**config.mk**
```make
export PLATFORM = sky130hd
export DESIGN_NAME = pc_fetch_sequencer
export DESIGN_NICKNAME = d
export VERILOG_FILES = /design/src/rtl/pc_fetch_sequencer.sv
export SDC_FILE = /design/constraint.sdc
export NUM_CORES = 1
export LEC_CHECK = 0
export BUFFER_PORTS_ARGS = -buffer_cell sky130_fd_sc_hd__buf_4
export CAP_MARGIN = 5
export CORE_MARGIN = 1
export CORE_UTILIZATION = 25
export DETAILED_ROUTE_END_ITERATION = 7
export HOLD_SLACK_MARGIN = 0.02
export PLACE_DENSITY_LB_ADDON = 0.2
export SYNTH_ARGS = -nofsm -noshare
export SYNTH_HDL_FRONTEND = slang
export SYNTH_SLANG_ARGS = --single-unit
export TNS_END_PERCENT = 20
```
**constraint.sdc**
```tcl
create_clock -name clk -period 2.4 [get_ports clk]
set_clock_uncertainty 0.15 [all_clocks]
set_input_delay 0 -clock clk [delete_from_list [all_inputs] [get_ports clk]]
set_output_delay 0 -clock clk [all_outputs]
set_load 0.05 [all_outputs]
```
**src/rtl/pc_fetch_sequencer.sv**
```systemverilog
// Instruction-fetch sequencer: owns the PC, keeps one fetch outstanding, buffers the result for decode.
// Optional performance counters are enabled with `define PC_FETCH_SEQ_PERF_EN.
module pc_fetch_sequencer #(
  parameter logic [31:0] RESET_PC = 32'h0000_0000
) (
  input  logic        clk,
  input  logic        rst,
  input  logic        rdy_in,
  input  logic        special_pc_flag,
  input  logic [31:0] redirect_pc,
  output logic        fetch_req,
  output logic [31:0] fetch_addr,
  input  logic        fetch_done,
  input  logic [31:0] fetch_data,
  output logic        inst_valid,
  output logic [31:0] inst,
  output logic [31:0] inst_pc,
  input  logic        inst_ready
`ifdef PC_FETCH_SEQ_PERF_EN
  ,
  output logic [31:0] perf_inst_cnt,
  output logic [31:0] perf_squash_cnt
`endif
);

  typedef enum logic [1:0] {
    S_FETCH  = 2'd0,
    S_SQUASH = 2'd1,
    S_HOLD   = 2'd2
  } state_t;

  state_t      state;
  logic [31:0] pc;
  logic [31:0] pend;

  function automatic logic [31:0] align_target(input logic [31:0] t);
    return {t[31:2], 2'b00};
  endfunction

  assign fetch_addr = pc;

  always_ff @(posedge clk) begin
    if (rst) begin
      state      <= S_FETCH;
      pc         <= RESET_PC;
      pend       <= '0;
      fetch_req  <= 1'b1;
      inst_valid <= 1'b0;
      inst       <= '0;
      inst_pc    <= '0;
    end else if (rdy_in) begin
      unique case (state)
        S_FETCH: begin
          if (special_pc_flag && fetch_done) begin
            pc <= align_target(redirect_pc);
          end else if (special_pc_flag) begin
            // The memory side cannot cancel, so ride out the stale request.
            pend  <= align_target(redirect_pc);
            state <= S_SQUASH;
          end else if (fetch_done) begin
            inst       <= fetch_data;
            inst_pc    <= pc;
            pc         <= pc + 32'd4;
            state      <= S_HOLD;
            fetch_req  <= 1'b0;
            inst_valid <= 1'b1;
          end
        end
        S_SQUASH: begin
          if (special_pc_flag) pend <= align_target(redirect_pc);
          if (fetch_done) begin
            pc    <= special_pc_flag ? align_target(redirect_pc) : pend;
            state <= S_FETCH;
          end
        end
        S_HOLD: begin
          if (special_pc_flag) begin
            pc         <= align_target(redirect_pc);
            state      <= S_FETCH;
            fetch_req  <= 1'b1;
            inst_valid <= 1'b0;
          end else if (inst_ready) begin
            state      <= S_FETCH;
            fetch_req  <= 1'b1;
            inst_valid <= 1'b0;
          end
        end
        default: begin
          state      <= S_FETCH;
          fetch_req  <= 1'b1;
          inst_valid <= 1'b0;
        end
      endcase
    end
  end

`ifdef PC_FETCH_SEQ_PERF_EN
  logic squash_evt;

  always_comb begin
    squash_evt = 1'b0;
    unique case (state)
      S_FETCH:  squash_evt = special_pc_flag && fetch_done;
      S_SQUASH: squash_evt = fetch_done;
      S_HOLD:   squash_evt = special_pc_flag;
      default:  squash_evt = 1'b0;
    endcase
  end

  always_ff @(posedge clk) begin
    if (rst) begin
      perf_inst_cnt   <= '0;
      perf_squash_cnt <= '0;
    end else if (rdy_in) begin
      if (inst_valid && inst_ready) perf_inst_cnt <= perf_inst_cnt + 32'd1;
      if (squash_evt) perf_squash_cnt <= perf_squash_cnt + 32'd1;
    end
  end
`endif

endmodule

```
==> results by group <==
Floorplanning
  – Die area: roughly 25000 µm²
  – Die X-Extent: 158 µm
  – Row count: between 50 and 60
  – Initial Util: 25.8%
  – Io pins: 168
  – Core Area: roughly 24000 µm²
  – Die H: between 150 and 200 µm

Global routing
  – Vias in the first global route: 5837
  – First-pass GRT wire length: 33000 µm
  – Global route overflow: 0
  – Pin count of the biggest net entering global routing: 98
  – Initial antenna violation count: 0
  – Tot GR Track Use: 17.4%

CTS
  – TritonCTS buffer count: 17
  – CTS tree: built
  – H-tree levels: 4
  – CTS Sinks: 132
  – Max Root-Sink Buffers: 2
  – Setup Fix Bufs, Post-CTS: 0
  – Clock Pin Slew Worst Setup and Hold Paths: 0.06 ns
  – CTS Root Buffer Type: clkbuf_16
  – Clock Latency Late Sink: 0.42 ns

Outcome
  – Status: complete, no violations

Detailed routing
  – Vias: 6278
  – Post-route DRC: 0
  – WL/cell: 16.3 µm
  – Vias/cell: about 4.7
  – Routed Antenna Nets: 0
  – DRT iter0 DRCs: 429
  – WL final: 21700 µm
  – Initial DRT Pass Iterations: 7

Place
  – DP Wirelength: 15000 µm
  – Placed cell area: 7950 µm²
  – Placer congestion estimate: roughly 0.8
  – Setup WS pre-CTS: 0.0722 ns
  – Port bufs: 165
  – Placed Cells: 1227

Setup path
  – Setup CP Type: reg -> reg
  – Worst endpoint data arrival time: 2.48 ns
  – CP Launch Type: register
  – CP Data Required Time: 2.59 ns
  – CP Max Fanout: 5
  – CP Capture Type: register

Synthesis
  – Async SR Flop Fraction: 0%
  – Mapped cell area: around 6100 µm²
  – Syn_nets: 825
  – Unique cell type count in the Yosys netlist: 65
  – Seq/Total Area, Yosys: 43.3%
  – Syn Area/Cell: 8.13 µm²
  – Synth Instances: 751
  – Ys Warns: 0
  – #FFs+latches synth: 132
  – Primary FF master, synth: dfxtp_1
  – Post-synth EDFFs: 0

Power
  – LEAKAGE: 0.00360 µW
  – PwrDens: 669 nW/µm²
  – Worst vdd ir: between 300 and 400 µV

Cells and area
  – Non-filler cells, final: 1328
  – Commonest cells after routing, fill and taps aside: 215 x buf_4, 153 x nand2_1, 113 x dfxtp_1
  – Number of fill cells in the layout: 2469
  – Area Overhead vs Synth: 50.7%
  – Footprint of the multi-input gates: 3160 µm²
  – Commonest non-fill, non-tap cell in the layout: buf_4
  – FF+latch area: 2670 µm²
  – Total Nets Final: 1070
  – Final instance area: between 9000 and 10000 µm²
  – Share of layout cells above drive strength 1: 28.8%
  – N_diodes: 0

Timing
  – Final Max Tran Viols: 0
  – F_max: 0.437 GHz
  – Minimum clock period: 2.29 ns
  – RSZ-0062 raised after global routing: false
  – Least-Margin Pin Slew: around 0.59 ns
  – Worst setup margin: between 0.1 and 0.15 ns
  – Final setup violating endpoints: 0
  – Final Hold Vio Count: 0
  – Period utilisation layout: 95.3%
  – Slew HR: 60.9%

Worst hold path
  – Hold WC Path Type: in -> reg

Run
  – Max_cap viols: 0
[routing by layer]
metal  GRT usage (%)  share of wire [%]  vias up
met4            4.58                1.3        0
met2            27.7                 44      174
met5               0                  0        -
met1            23.2                 49     2927
li1                -                  -     3159
met3            4.35                5.6       18
[per-stage QoR]
step	setup TNS [ns]	hold slack (ns)	utilization, %	power, µW
2_1_floorplan	-0.0653	-0.0166	-	3230
3_3_place_gp	0	0.0987	33.6	3760
3_5_place_dp	0	0.106	33.6	3750
4_1_cts	0	0.206	38.7	6240
5_1_grt	0	0.221	38.8	6440
6_report	0	0.213	38.8	6150
[registers in the layout, indices dropped and copies added (netlist names)]
register    cells
fetch_addr     32
inst           32
inst_pc        32
pend           32
state           2
fetch_req       1
inst_valid      1
[critical path: stages, from the launching register on]
cell and delay [ns]:
dfxtp_2 0.37, nand4_2 0.14, or4_1 0.61, or3_4 0.42, or3_1 0.34, a31oi_1 0.17
[synth_stat cells, types with 9 or more instances]
master	number	share of area [%]
nand2_1	153	9.4
dfxtp_1	132	43
a21oi_1	77	6.3
nor2_1	74	4.6
clkbuf_1	47	2.9
mux2i_1	36	5.9
o21ai_0	22	1.8
a221oi_1	18	2.6
nand3_1	18	1.5
a211oi_1	16	2.0
nor3_1	11	0.90
inv_1	9	0.55
[cells by family (layout without fill, tap and decap cells)]
logic type	Yosys count	after routing	share of synthesized area (%)
adder cells (fa/ha/maj)	4	4	0.820
XOR/XNOR	8	8	1.15
buffers and inverters	72	330	5.54
AO/OA/AOI/OAI	187	187	20.3
AND/OR/NAND/NOR	310	310	22.6
flip-flops	132	132	43.3
multiplexers	38	38	6.27
[power by group]
part | switching, µW | total (µW) | internal, µW
Clock | 1020 | 2360 | 1340
Combinational | 838 | 1390 | 556
Sequential | 99.7 | 2400 | 2300
[final timing paths]
| path | from | end | cells past startpoint | slack, ns |
|---|---|---|---|---|
| hold / removal | fetch_data[5] | inst[5] | 4 | 0.21 |
| setup reg to reg | fetch_addr[22] | fetch_addr[31] | 5 | 0.11 |
| hold reg to reg | inst[16] | inst[16] | 2 | 0.30 |
| setup / recovery | fetch_addr[22] | fetch_addr[31] | 5 | 0.11 |
[final cells by class]
| class | instances | area share (%) |
|---|---|---|
| well taps | 319 | 4.34 |
| multi-input cells | 547 | 34.3 |
| inverters | 9 | 0.367 |
| flip-flops and latches | 132 | 29.0 |
| repair buffers | 289 | 26.2 |
| clock inverters | 13 | 0.953 |
| clock buffers | 19 | 4.82 |
[timing repair]
item	in CTS	in global routing
hold buffers	69	0
resized for setup	0	6
endpoints found under the hold margin	100	0
endpoints found under the setup margin	0	20
Note: power is estimated with default switching activity, not from simulation.
